**src/rtl/xor_pipe_chain.sv**
```systemverilog
// -----------------------------------------------------------------------------
// xor_pipe_chain
//
// Purpose:
//   A DEPTH-stage register chain with ready/valid handshaking. Stage 0 captures
//   s1_i. Each later stage k captures (stage k-1 XOR r_i slice k-1). The output
//   is the last stage XOR s2_i, and that XOR is combinational. The whole chain
//   stalls as one unit: an empty last stage or a ready consumer lets it advance.
//   A saturating counter tracks the number of delivered beats.
//
// Parameters:
//   WIDTH  - bit width of each data lane
//   DEPTH  - number of register stages (2..16)
//   CNT_W  - width of the delivered-beat counter
//
// Ports:
//   clk_i        in   clock, rising edge
//   rst_ni       in   asynchronous active-low reset
//   clr_i        in   synchronous flush of all valid bits
//   s1_i         in   [WIDTH]            data entering stage 0
//   r_i          in   [WIDTH*(DEPTH-1)]  per-stage XOR operands (slice k-1 -> stage k)
//   s2_i         in   [WIDTH]            output-side XOR operand
//   in_valid_i   in   input beat offered
//   in_ready_o   out  chain advances this cycle
//   o_o          out  [WIDTH]            last stage XOR s2_i
//   out_valid_o  out  o_o holds a valid beat
//   out_ready_i  in   consumer accepts o_o
//   cnt_o        out  [CNT_W]            delivered beats, saturating
// -----------------------------------------------------------------------------
module xor_pipe_chain #(
    parameter int WIDTH = 1,
    parameter int DEPTH = 2,
    parameter int CNT_W = 16
) (
    input  logic                       clk_i,
    input  logic                       rst_ni,
    input  logic                       clr_i,
    input  logic [WIDTH-1:0]           s1_i,
    input  logic [WIDTH*(DEPTH-1)-1:0] r_i,
    input  logic [WIDTH-1:0]           s2_i,
    input  logic                       in_valid_i,
    output logic                       in_ready_o,
    output logic [WIDTH-1:0]           o_o,
    output logic                       out_valid_o,
    input  logic                       out_ready_i,
    output logic [CNT_W-1:0]           cnt_o
);

    logic [DEPTH-1:0][WIDTH-1:0] st_q;
    logic [DEPTH-1:0][WIDTH-1:0] st_shift;
    logic [DEPTH-1:0][WIDTH-1:0] st_d;
    logic [DEPTH-1:0]            v_q;
    logic [DEPTH-1:0]            v_d;
    logic [CNT_W-1:0]            cnt_q;
    logic [CNT_W-1:0]            cnt_d;
    logic                        adv;
    logic                        handshake;

    // The whole chain moves together. Only a valid, unaccepted last stage
    // blocks it. Invalid stages in the middle are not squeezed out.
    assign adv       = out_ready_i | ~v_q[DEPTH-1];
    assign handshake = v_q[DEPTH-1] & out_ready_i;

    // Candidate contents of every stage if the chain shifts this cycle.
    assign st_shift[0] = s1_i;
    generate
        for (genvar gi = 1; gi < DEPTH; gi++) begin : g_stage
            assign st_shift[gi] = st_q[gi-1] ^ r_i[(gi-1)*WIDTH +: WIDTH];
        end
    endgenerate

    always_comb begin
        st_d  = st_q;
        v_d   = v_q;
        cnt_d = cnt_q;
        // A flush overrides any advance. The data registers keep their
        // contents, and only the valid bits are cleared.
        if (clr_i) begin
            v_d = '0;
        end else if (adv) begin
            st_d = st_shift;
            v_d  = {v_q[DEPTH-2:0], in_valid_i};
        end
        // A delivery in a flush cycle still counts, because the consumer
        // took the beat.
        if (handshake && (cnt_q != {CNT_W{1'b1}})) begin
            cnt_d = cnt_q + CNT_W'(1);
        end
    end

    always_ff @(posedge clk_i or negedge rst_ni) begin
        if (!rst_ni) begin
            st_q  <= '0;
            v_q   <= '0;
            cnt_q <= '0;
        end else begin
            st_q  <= st_d;
            v_q   <= v_d;
            cnt_q <= cnt_d;
        end
    end

    assign in_ready_o  = adv;
    assign o_o         = st_q[DEPTH-1] ^ s2_i;
    assign out_valid_o = v_q[DEPTH-1];
    assign cnt_o       = cnt_q;

endmodule

```
**config.mk**
```make
export PLATFORM = sky130hd
export DESIGN_NAME = xor_pipe_chain
export DESIGN_NICKNAME = d
export VERILOG_FILES = /design/src/rtl/xor_pipe_chain.sv
export SDC_FILE = /design/constraint.sdc
export NUM_CORES = 1
export LEC_CHECK = 0
export BUFFER_PORTS_ARGS = -buffer_cell sky130_fd_sc_hd__buf_2
export CAP_MARGIN = 20
export CORE_MARGIN = 2
export CORE_UTILIZATION = 33
export DETAILED_ROUTE_END_ITERATION = 6
export SETUP_SLACK_MARGIN = 0.05
export SYNTH_ARGS = -nofsm -noshare
export SYNTH_HDL_FRONTEND = slang
export SYNTH_SLANG_ARGS = --single-unit
```
**constraint.sdc**
```tcl
create_clock -name clk_i -period 5 [get_ports clk_i]
set_input_delay 1 -clock clk_i [delete_from_list [all_inputs] [get_ports clk_i]]
set_output_delay 1 -clock clk_i [all_outputs]
set_load 0.02 [all_outputs]
```
Yosys cells after proc, flatten, opt, wreduce, memory -nomap -nowiden
Cells that the tools add are included.
{"block": "word_totals", "word_cells": 17, "reg_bits": 20, "inputBits": 8}
{"block": "classes", "reduce_logical": 3, "muxes": 2, "n_bitwise": 6, "n_eq_ne": 1, "addsub": 1}
{"op": "adder 16 x 1 -> 16 bit (second input constant)", "n": 1}
{"op": "inequality test 16 bit (second input constant)", "n": 1}
{"op": "2-to-1 mux 2 bit", "n": 2}
{"op": "inverter 1 bit", "n": 2}
{"op": "AND reduction 2 bit", "n": 1}
{"op": "nonzero test 2 bit", "n": 1}
{"op": "bitwise XOR 1 bit", "n": 2}
{"op": "bitwise AND 1 bit", "n": 1}
{"op": "logical AND 1 bit", "n": 1}
{"op": "bitwise OR 1 bit", "n": 1}

Longest topological paths before layout
Gate-level depths: netlist of the first run.
{"block": "logic_depth", "depth_word": 4, "ltp_mapped": 5}

Worst setup path before layout of the first run
Ideal clock, no wire load.
{"block": "synth_timing", "path_kind": "input-to-output", "start": "input out_ready_i", "end": "output in_ready_o", "n_path_buf": 0, "setup_slack_ps": 2629, "arrival_ps": 1371, "cell_stages": 2, "cell_sequence": "nor2b_1 > inv_1"}
{"block": "synth_via", "elab_chain_len": 1}
{"item": "from (decl)", "line": "45", "rtl": "input logic out_ready_i,"}
{"item": "bitwise OR 1 bit", "line": "61", "rtl": "assign adv = out_ready_i | ~v_q[DEPTH-1];"}
{"item": "to (decl)", "line": "42", "rtl": "output logic in_ready_o,"}
No other way between the ends.

Worst setup path after layout of the first run
Same ends and word-level chain as after synthesis.

==> results of run 1 <==
-- flip-flops by register name (all words and copies together) (netlist names) --
name   count
v_q        2
st_q       2
cnt_o     16
-- cell usage in the layout, fill, tap and decap left out, types with 3 or more instances in the layout --
cell type,n
nand3_1,4
nor3_1,6
nand2_1,8
nor2_1,8
and3_1,3
buf_2,26
clkbuf_4,3
dfrtp_1,20
nor4_1,3
xor2_1,14
-- kinds of logic (layout without fill, tap and decap cells) --
kind of cell / count (synthesis) / count (layout) / share of synthesized area, %
buffers and inverters: 1 / 30 / 0.384
adder cells (fa/ha/maj): 1 / 1 / 1.28
XOR/XNOR: 16 / 16 / 14.3
AND/OR/NAND/NOR: 44 / 44 / 26.5
multiplexers: 4 / 4 / 4.86
AO/OA/AOI/OAI: 2 / 2 / 1.41
flip-flops: 20 / 20 / 51.2
-- final cells by class --
class                   instances  share of cell area [%]
repair buffers                 26                    11.1
multi-input cells              67                    40.5
well taps                      31                    3.32
flip-flops and latches         20                    42.8
inverters                       1                   0.321
clock buffers                   3                    1.93
-- metrics by stage --
step	instances	hold slack, ns	instance area (um2)
global placement	145	0.485	1150
CTS	148	0.504	1170
detailed placement	145	0.487	1150
floorplan	88	0.466	977
global route	148	0.531	1170
finish	148	0.500	1170
-- metal layers --
metal	vias to the layer above	wire, um	global-route usage [%]
met3	2	119	4.62
met5	-	0	0
met2	25	941	20.2
li1	372	-	-
met4	0	4	0.997
met1	373	971	17.8
-- final timing paths --
kind / from / endpoint
worst max-delay path: out_ready_i / in_ready_o
worst min-delay path: cnt_o[15] / cnt_o[15]
worst max register to register: cnt_o[4] / cnt_o[1]
worst min register to register: cnt_o[15] / cnt_o[15]
max in group asynchronous: rst_ni / st_q[1]
min in group asynchronous: rst_ni / cnt_o[3]
-- power groups by stage --
stage | clock network [uW] | logic (uW) | registers, uW
2_1_floorplan | 0 | 32.3 | 223
3_3_place_gp | 0 | 80.2 | 206
3_5_place_dp | 0 | 82.2 | 208
4_1_cts | 82.7 | 82.5 | 205
5_1_grt | 84.3 | 89.6 | 209
6_report | 76.6 | 80.9 | 204
-- synthesized netlist by cell type (all sizes together) --
library cell,instances
dfrtp,20
xor2,14
nor2,9
nand2,8
nor3,6
nand3,4
nand4,4
nor4,4
and3,3
mux2,3
and4,2
xnor2,2
a21oi,1
and2,1
ha,1
inv,1
mux2i,1
nor2b,1
nor3b,1
nor4b,1
o2111ai,1
-- worst max-delay path: cells and delay by family --
kind,cells,cell delay [ns]
buffers and inverters,3,0.34
AND/OR/NAND/NOR,1,0.25
==> run_results.csv, run 1 <==
group,metric,value,unit
status,run_status,"finished clean",
detailed_routing,vias,772,
clock_network,cts_root_buf,"clkbuf_4",
synth,ys_seq_area_share,51.2,%
placed_design,globalplace.congestion,0.745,
timing,slew_violations,0,
placed_design,place_ws,2.39,ns
power_and_ir_drop,power.leakage,0.000651,uW
critical_path,worstSetupPathType,"input pin to output port",
layout,fillers,284,
critical_path,startpoint_type,"input pin",
power_and_ir_drop,comb_power_share,22.4,%
power_and_ir_drop,power_density,309,nW/um2
synth,synth_area_leader_cell,"dfrtp_1",
power_and_ir_drop,pwr-share-seq,56.5,%
critical_path,reg2reg_slack,3.22,ns
die,die_area,3410,um2
power_and_ir_drop,clkPwrFrac,21.2,%
clock_network,cts_buffers,3,
synth,synth_top_area_share,51.2,%
power_and_ir_drop,p_total,362,uW
clock_network,cts_setup_buffers,0,
timing,fin_ws,2.40,ns
clock_network,cts_buffer_depth,2,
critical_path,slowest_delay,0.25,ns
timing,post-route-min-period,2.60,ns
critical_path,required,4.00,ns
global_route,antenna_found_initial,0,
power_and_ir_drop,internal_power,243,uW
synth,synth.cell_area,977,um2
timing,rsz0062_at_grt,"no",
synth,ys_seq_elements,20,
synth,syn_area_per_cell,11.1,um2
critical_path,cpMaxStageDelayCell,"nor2b_1",
die,die_h,58.4,um
worst_hold_path,hold_depth,1,
global_route,grt_pass1_wl,3400,um
layout,num_antenna_cells,0,
die,dieWidth,58.4,um
clock_network,clk_pin_slew,0.11,ns
power_and_ir_drop,irDropWorstVdd,0.189,mV
die,io_pins,27,
synth,ys.warnings.count,0,
synth,postSynthNetCount,97,
layout,nets,128,
power_and_ir_drop,switching_share,32.8,%
timing,finalSetupTns,0,ns
detailed_routing,drc,0,
die,start_util,35.1,%
layout,final_util,42.0,%
clock_network,clock_latency,0.30,ns
flow_run,cap_violations,0,
layout,multi_input_area,473,um2
die,coreArea,2780,um2
clock_network,cts_hold_buf,0,
global_route,grt_pass1_vias,756,
timing,timing.fmax,385,MHz
layout,seq_area,500,um2
detailed_routing,vias_per_cell,5.22,
global_route,grt_usage,12.9,%
timing,worst_slew_margin_rel,65.1,%
critical_path,worstPathCellList,"buf_2 > nor2b_1 > inv_1 > buf_2",
global_route,overflow,0,
layout,layout-drive-gt1-share,30.8,%
clock_network,cts_resized,0,
detailed_routing,drtIter0Drc,22,
timing,setup_viol,0,
synth,ys_types,25,
critical_path,crit_top_cell,"buf_2",
global_route,grt_max_degree,21,
detailed_routing,drtPass1Iterations,2,
timing,worst_pin_slew,0.519,ns
detailed_routing,wirelength,2040,um
critical_path,worstRegToRegCells,4,
critical_path,crit_fanout,4,
placed_design,hpwl,1530,um
synth,synth.area.top_cells,"dfrtp_1 (51%), xor2_1 (13%), nor3_1 (3.1%), nand2_1 (3.1%), nor2_1 (3.1%)",
clock_network,cts_tree,"yes",
clock_network,cts-htree-levels,1,
synth,syn_inst,88,
timing,clock_skew,0.00741,ns
timing,finalHoldViolCount,0,
detailed_routing,antenna_left,0,
critical_path,worst-endpoint-arrival,1.60,ns
die,rows,19,
placed_design,port_buffers,26,
critical_path,crit_path_end_kind,"output port",
timing,fin_crit_sh,51.9,%
power_and_ir_drop,switching_power,118,uW
layout,area_growth_syn_to_layout,19.6,%
detailed_routing,routedWlPerCell,13.8,um
worst_hold_path,hp-class,"register to register",
clock_network,clock-sinks,20,
(Power assumes the default switching activity.)
==> run 2, diff against run 1 <==
==> constraint.sdc (replaced) <==
create_clock -name clk_i -period 2.7 [get_ports clk_i]
set_input_delay 0.54 -clock clk_i [delete_from_list [all_inputs] [get_ports clk_i]]
set_output_delay 0.54 -clock clk_i [all_outputs]
set_load 0.02 [all_outputs]
==> run_results.csv, run 2 (synthesis gave the netlist of run 1 again) <==
group,metric,value,unit
clock_network,cts_buffer_depth,2,
layout,largest_register_ffs,16,
critical_path,worstPathCellList,"ha_1 > nand3_1 > nor4_4 > nor2_2 > mux2_4",
detailed_routing,wirelength,1890,um
timing,post-route-min-period,1.78,ns
layout,fillers,277,
global_route,antenna_found_initial,0,
power_and_ir_drop,power_density,590,nW/um2
timing,setup_viol,0,
layout,final_util,42.5,%
global_route,grt_max_degree,21,
clock_network,cts_root_buf,"clkbuf_4",
power_and_ir_drop,power.leakage,0.000658,uW
clock_network,cts_hold_buf,0,
critical_path,crit_fanout,9,
layout,layout_common_cells,"buf_2 (26), dfrtp_1 (20), xor2_1 (14), nand2_1 (8), nor2_1 (8)",
global_route,grt_pass1_wl,3270,um
die,coreArea,2780,um2
global_route,top_usage_layer,"met2",
placed_design,globalplace.congestion,0.765,
timing,finalHoldViolCount,0,
critical_path,slowest_delay,0.49,ns
critical_path,worst-endpoint-arrival,1.97,ns
clock_network,cts-htree-levels,1,
layout,num_antenna_cells,0,
critical_path,worstRegToRegCells,5,
critical_path,required,2.89,ns
detailed_routing,drtPass1Iterations,4,
global_route,grt_usage,12.4,%
status,run_status,"finished clean",
power_and_ir_drop,p_total,697,uW
die,die_h,58.4,um
global_route,grt_pass1_vias,713,
placed_design,port_buffers,26,
timing,worst_slew_margin_rel,64.8,%
layout,mostFrequentLayoutCell,"buf_2",
die,io_pins,27,
timing,finalSetupTns,0,ns
timing,holdWs,0.162,ns
critical_path,cpMaxStageDelayCell,"nor4_4",
layout,nets,128,
clock_network,clock-sinks,20,
clock_network,clock_latency,0.29,ns
clock_network,cts_setup_buffers,0,
timing,timing.fmax,561,MHz
layout,layout-drive-gt1-share,31.4,%
die,rows,19,
detailed_routing,vias_per_cell,5.14,
detailed_routing,routedWlPerCell,12.7,um
layout,area_growth_syn_to_layout,21.0,%
clock_network,cts_tree,"yes",
detailed_routing,drtIter0Drc,13,
global_route,gr-usage-met3,5.05,%
layout,multi_input_area,473,um2
flow_run,cap_violations,0,
placed_design,place_ws,0.952,ns
power_and_ir_drop,irDropWorstVdd,0.359,mV
timing,worst_pin_slew,0.523,ns
layout,seq_area,500,um2
die,die_area,3410,um2
timing,clock_skew,0.000781,ns
placed_design,hpwl,1480,um
worst_hold_path,hp-class,"input pin to asynchronous set/reset pin",
clock_network,cts_resized,0,
global_route,overflow,0,
global_route,met2_usage,19.1,%
global_route,use_met1,17.2,%
die,dieWidth,58.4,um
timing,fin_crit_sh,66.0,%
critical_path,startpoint_type,"register",
critical_path,crit_path_end_kind,"register",
clock_network,clk_pin_slew,0.11,ns
clock_network,cts_buffers,3,
timing,slew_violations,0,
critical_path,worstSetupPathType,"register to register",
timing,rsz0062_at_grt,"no",
detailed_routing,antenna_left,0,
die,start_util,35.1,%
timing,fin_ws,0.918,ns
detailed_routing,drc,0,
detailed_routing,vias,766,
## run 2: changes by cell type in the layout (fill, tap and decap cells not counted)
cell	before	now
clkbuf_8	0	1
## run 2: path summary, 6_finish.rpt
| check | start | endpoint | slack (ns) |
|---|---|---|---|
| max | cnt_o[0] | cnt_o[1] | 0.92 |
| min | rst_ni | cnt_o[6] | 0.16 |
| max reg2reg | cnt_o[0] | cnt_o[1] | 0.92 |
| min reg2reg | cnt_o[15] | cnt_o[15] | 0.50 |
| max in group asynchronous | rst_ni | cnt_o[7] | 2.24 |
| min in group clk_i | clr_i | v_q[1] | 0.41 |
## run 2: routing by layer
metal / share of wire (%) / routed length (um)
met4: 0 / 0
met2: 46 / 876
met5: 0 / 0
met3: 7.3 / 138
met1: 46 / 875
## run 2: area by class of cell
| type | instances | share of cell area, % |
|---|---|---|
| clock buffer | 4 | 3.07 |
| inverter | 1 | 0.317 |
| multi-input combinational | 67 | 40.0 |
| sequential | 20 | 42.3 |
| tap | 31 | 3.28 |
| timing repair buffer | 26 | 11.0 |
## run 2: critical path, delay by kind of cell, from the launching register on
kind,cells,cell delay (ns)
mux,1,0.32
simple gates,3,0.74
flops,1,0.42
fa+ha+maj,1,0.21
## run 2: per-stage QoR
step                      instance area, um2  instances
after CTS                               1180        149
after floorplan                          977         88
final                                   1180        149
after global placement                  1150        145
after global routing                    1180        149
after detailed placement                1150        145
## run 2: report_power, final
group	total (uW)	leakage [uW]	internal, uW	switching (uW)
sequential	376	0.000267	334	42.2
combinational	150	0.000370	64.0	86.3
clock	171	0.0000210	82.2	88.4
==> run 3, diff against run 2 <==
--- a/config.mk
+++ b/config.mk
@@ -5,6 +5,7 @@
 export SDC_FILE = /design/constraint.sdc
 export NUM_CORES = 1
 export LEC_CHECK = 0
+export ABC_AREA = 1
 export BUFFER_PORTS_ARGS = -buffer_cell sky130_fd_sc_hd__buf_2
 export CAP_MARGIN = 20
 export CORE_MARGIN = 2
==> constraint.sdc (replaced) <==
create_clock -name clk_i -period 1.57 [get_ports clk_i]
set_input_delay 0.314 -clock clk_i [delete_from_list [all_inputs] [get_ports clk_i]]
set_output_delay 0.314 -clock clk_i [all_outputs]
set_load 0.02 [all_outputs]
==> run_results.csv, run 3 <==
group,metric,value,unit
critical_path,crit_top_cell,"nor2_4",
timing,clock_skew,0.00546,ns
synth,syn_inst,163,
worst_hold_path,hold_path_end,"v_q[1]",
critical_path,cpMaxStageDelayCell,"dfrtp_2",
layout,fin_cells,248,
critical_path,crit_fanout,13,
power_and_ir_drop,p_total,1430,uW
synth,synth_top_area_share,42.5,%
layout,area_growth_syn_to_layout,27.9,%
synth,synth.cell_area,1180,um2
power_and_ir_drop,irDropWorstVdd,0.430,mV
die,dieWidth,63.7,um
timing,finalHoldViolCount,0,
timing,setup_viol,0,
detailed_routing,vias,1106,
worst_hold_path,hold_depth,2,
critical_path,crit_path_end_kind,"register",
critical_path,reg2reg_from,"cnt_o[1]",
placed_design,globalplace.congestion,0.840,
detailed_routing,wirelength,2660,um
global_route,grt_max_degree,21,
status,run_status,"finished clean",
synth,synth-async-reset-ratio,100,%
die,io_pins,27,
layout,layout-drive-gt1-share,31.2,%
die,coreArea,3390,um2
critical_path,crit_buf_inv,1,
critical_path,worstPathCellList,"ha_4 > nand2_2 > nor2_4 > nand2_2 > nor2_4 > nor2_4 > buf_12 > nand2_1 > o21ai_2",
layout,layout_common_cells,"nand2_1 (57), buf_2 (26), inv_1 (18), nor2_1 (18), dfrtp_1 (16)",
global_route,grt_usage,14.1,%
flow_run,cap_violations,0,
timing,post-route-min-period,1.43,ns
clock_network,cts_buffer_depth,2,
layout,largest_register_ffs,16,
synth,ys.warnings.count,0,
layout,num_antenna_cells,0,
synth,syn_area_per_cell,7.22,um2
power_and_ir_drop,power.leakage,0.000717,uW
global_route,overflow,0,
detailed_routing,antenna_left,0,
critical_path,slowest_delay,0.43,ns
timing,rsz0062_at_grt,"yes",
global_route,antenna_found_initial,0,
clock_network,cts-htree-levels,1,
synth,ys_seq_elements,20,
timing,holdWs,0.212,ns
clock_network,clock-sinks,20,
critical_path,reg2reg_slack,0.14,ns
synth,yosysMostFrequentCell,"nand2_1",
detailed_routing,drc,0,
detailed_routing,vias_per_cell,4.46,
clock_network,cts_buffers,3,
synth,ys.flop_type,"dfrtp_1",
placed_design,hpwl,1950,um
detailed_routing,routedWlPerCell,10.7,um
clock_network,cts_root_buf,"clkbuf_4",
placed_design,port_buffers,26,
worst_hold_path,hp-class,"input pin to register",
timing,worst_pin_slew,0.476,ns
worst_hold_path,hp-start,"clr_i",
timing,fin_crit_sh,91.3,%
critical_path,crit_path_start,"cnt_o[1]",
die,die_area,4060,um2
layout,mostFrequentLayoutCell,"nand2_1",
clock_network,clock_latency,0.30,ns
synth,synth-edff-count,0,
critical_path,critPathTopFamily,"simple AND/OR/NAND/NOR gates",
global_route,grt_pass1_wl,4490,um
critical_path,worstRegToRegCells,9,
synth,ys_seq_area_share,42.5,%
synth,ys_types,19,
synth,synth_area_leader_cell,"dfrtp_1",
synth,yosys-top-cells-count,"nand2_1 (58), nor2_1 (21), dfrtp_1 (20), inv_1 (18), nand3_1 (9)",
critical_path,worst-endpoint-arrival,1.64,ns
synth,postSynthNetCount,172,
clock_network,cts_tree,"yes",
detailed_routing,drtIter0Drc,33,
clock_network,clk_pin_slew,0.12,ns
timing,slew_violations,0,
detailed_routing,drtPass1Iterations,4,
layout,nets,212,
die,start_util,34.7,%
synth,synth.area.top_cells,"dfrtp_1 (43%), nand2_1 (18%), nor2_1 (6.7%), inv_1 (5.7%), nand3_1 (3.8%)",
power_and_ir_drop,power_density,948,nW/um2
critical_path,required,1.77,ns
critical_path,startpoint_type,"register",
placed_design,dp_cells,237,
critical_path,r2r_end,"cnt_o[9]",
global_route,grt_pass1_vias,983,
timing,timing.fmax,697,MHz
die,die_h,63.7,um
critical_path,worstSetupPathType,"register to register",
timing,worst_slew_margin_rel,68.3,%
die,rows,21,
## run 3: how the worst max path moves through the flow
stage | slack, ns | depth (start not counted) | to
2_1_floorplan | 0.09 | 9 | cnt_o[7]
3_3_place_gp | -0.04 | 8 | cnt_o[9]
3_5_place_dp | -0.11 | 8 | cnt_o[7]
4_1_cts | 0.07 | 7 | cnt_o[5]
5_1_grt | 0.04 | 9 | cnt_o[14]
6_report | 0.14 | 9 | cnt_o[9]
## run 3: logic make-up (layout without fill, tap and decap cells)
group / after synthesis / after routing / synth area share [%]
and+or+nand+nor: 101 / 101 / 36.8
DFF: 20 / 20 / 42.5
buffers and inverters: 20 / 59 / 7.01
AOI/OAI and AO/OA: 13 / 13 / 6.48
xor gates and xnor gates: 7 / 7 / 5.21
adders and majority gates: 1 / 1 / 1.06
muxes: 1 / 1 / 0.956
## run 3: worst reg2reg max path: stages (launching register included)
cell and delay, ns:
dfrtp_2 0.43, ha_4 0.15, nand2_2 0.06, nor2_4 0.17
nand2_2 0.09, nor2_4 0.12, nor2_4 0.06, buf_12 0.14
nand2_1 0.08, o21ai_2 0.05
## run 3: what timing repair did
item                                   in CTS  in global routing
resized for setup                           1                 10
pin swaps                                   0                  7
endpoints found under the hold margin      20                  0
buffers inserted                            0                  6
cloned                                      0                  0
hold buffers                                1                  0
setup endpoints to repair                   9                 14
## run 3: report_power, final
| part | switching [uW] | internal (uW) | total (uW) |
|---|---|---|---|
| clock | 163 | 99.1 | 262 |
| sequential | 102 | 593 | 694 |
| combinational | 276 | 195 | 471 |
## run 3: layout make-up
type,instances,area (um2)
fill,373,1880
timing repair buffer,36,220
tap,46,57.6
clock buffer,4,26.3
sequential,20,505
multi-input combinational,123,626
inverter,19,71.3
## run 3: metal layers
metal	up-vias	global-route usage [%]	share of wire, %
li1	580	-	-
met1	505	18.0	49
met2	19	23.6	47
met3	2	3.70	2.9
met4	0	4.08	1.0
met5	-	0	0
## run 3: per-stage QoR
step	cell area, um2	worst slack [ns]	setup TNS [ns]	util [%]
5_1_grt	1510	0.0420	0	44.4
4_1_cts	1420	0.0744	0	41.9
3_3_place_gp	1380	-0.0364	-0.149	40.7
6_report	1510	0.136	0	44.4
2_1_floorplan	1180	0.0879	0	-
3_5_place_dp	1380	-0.108	-0.755	40.7
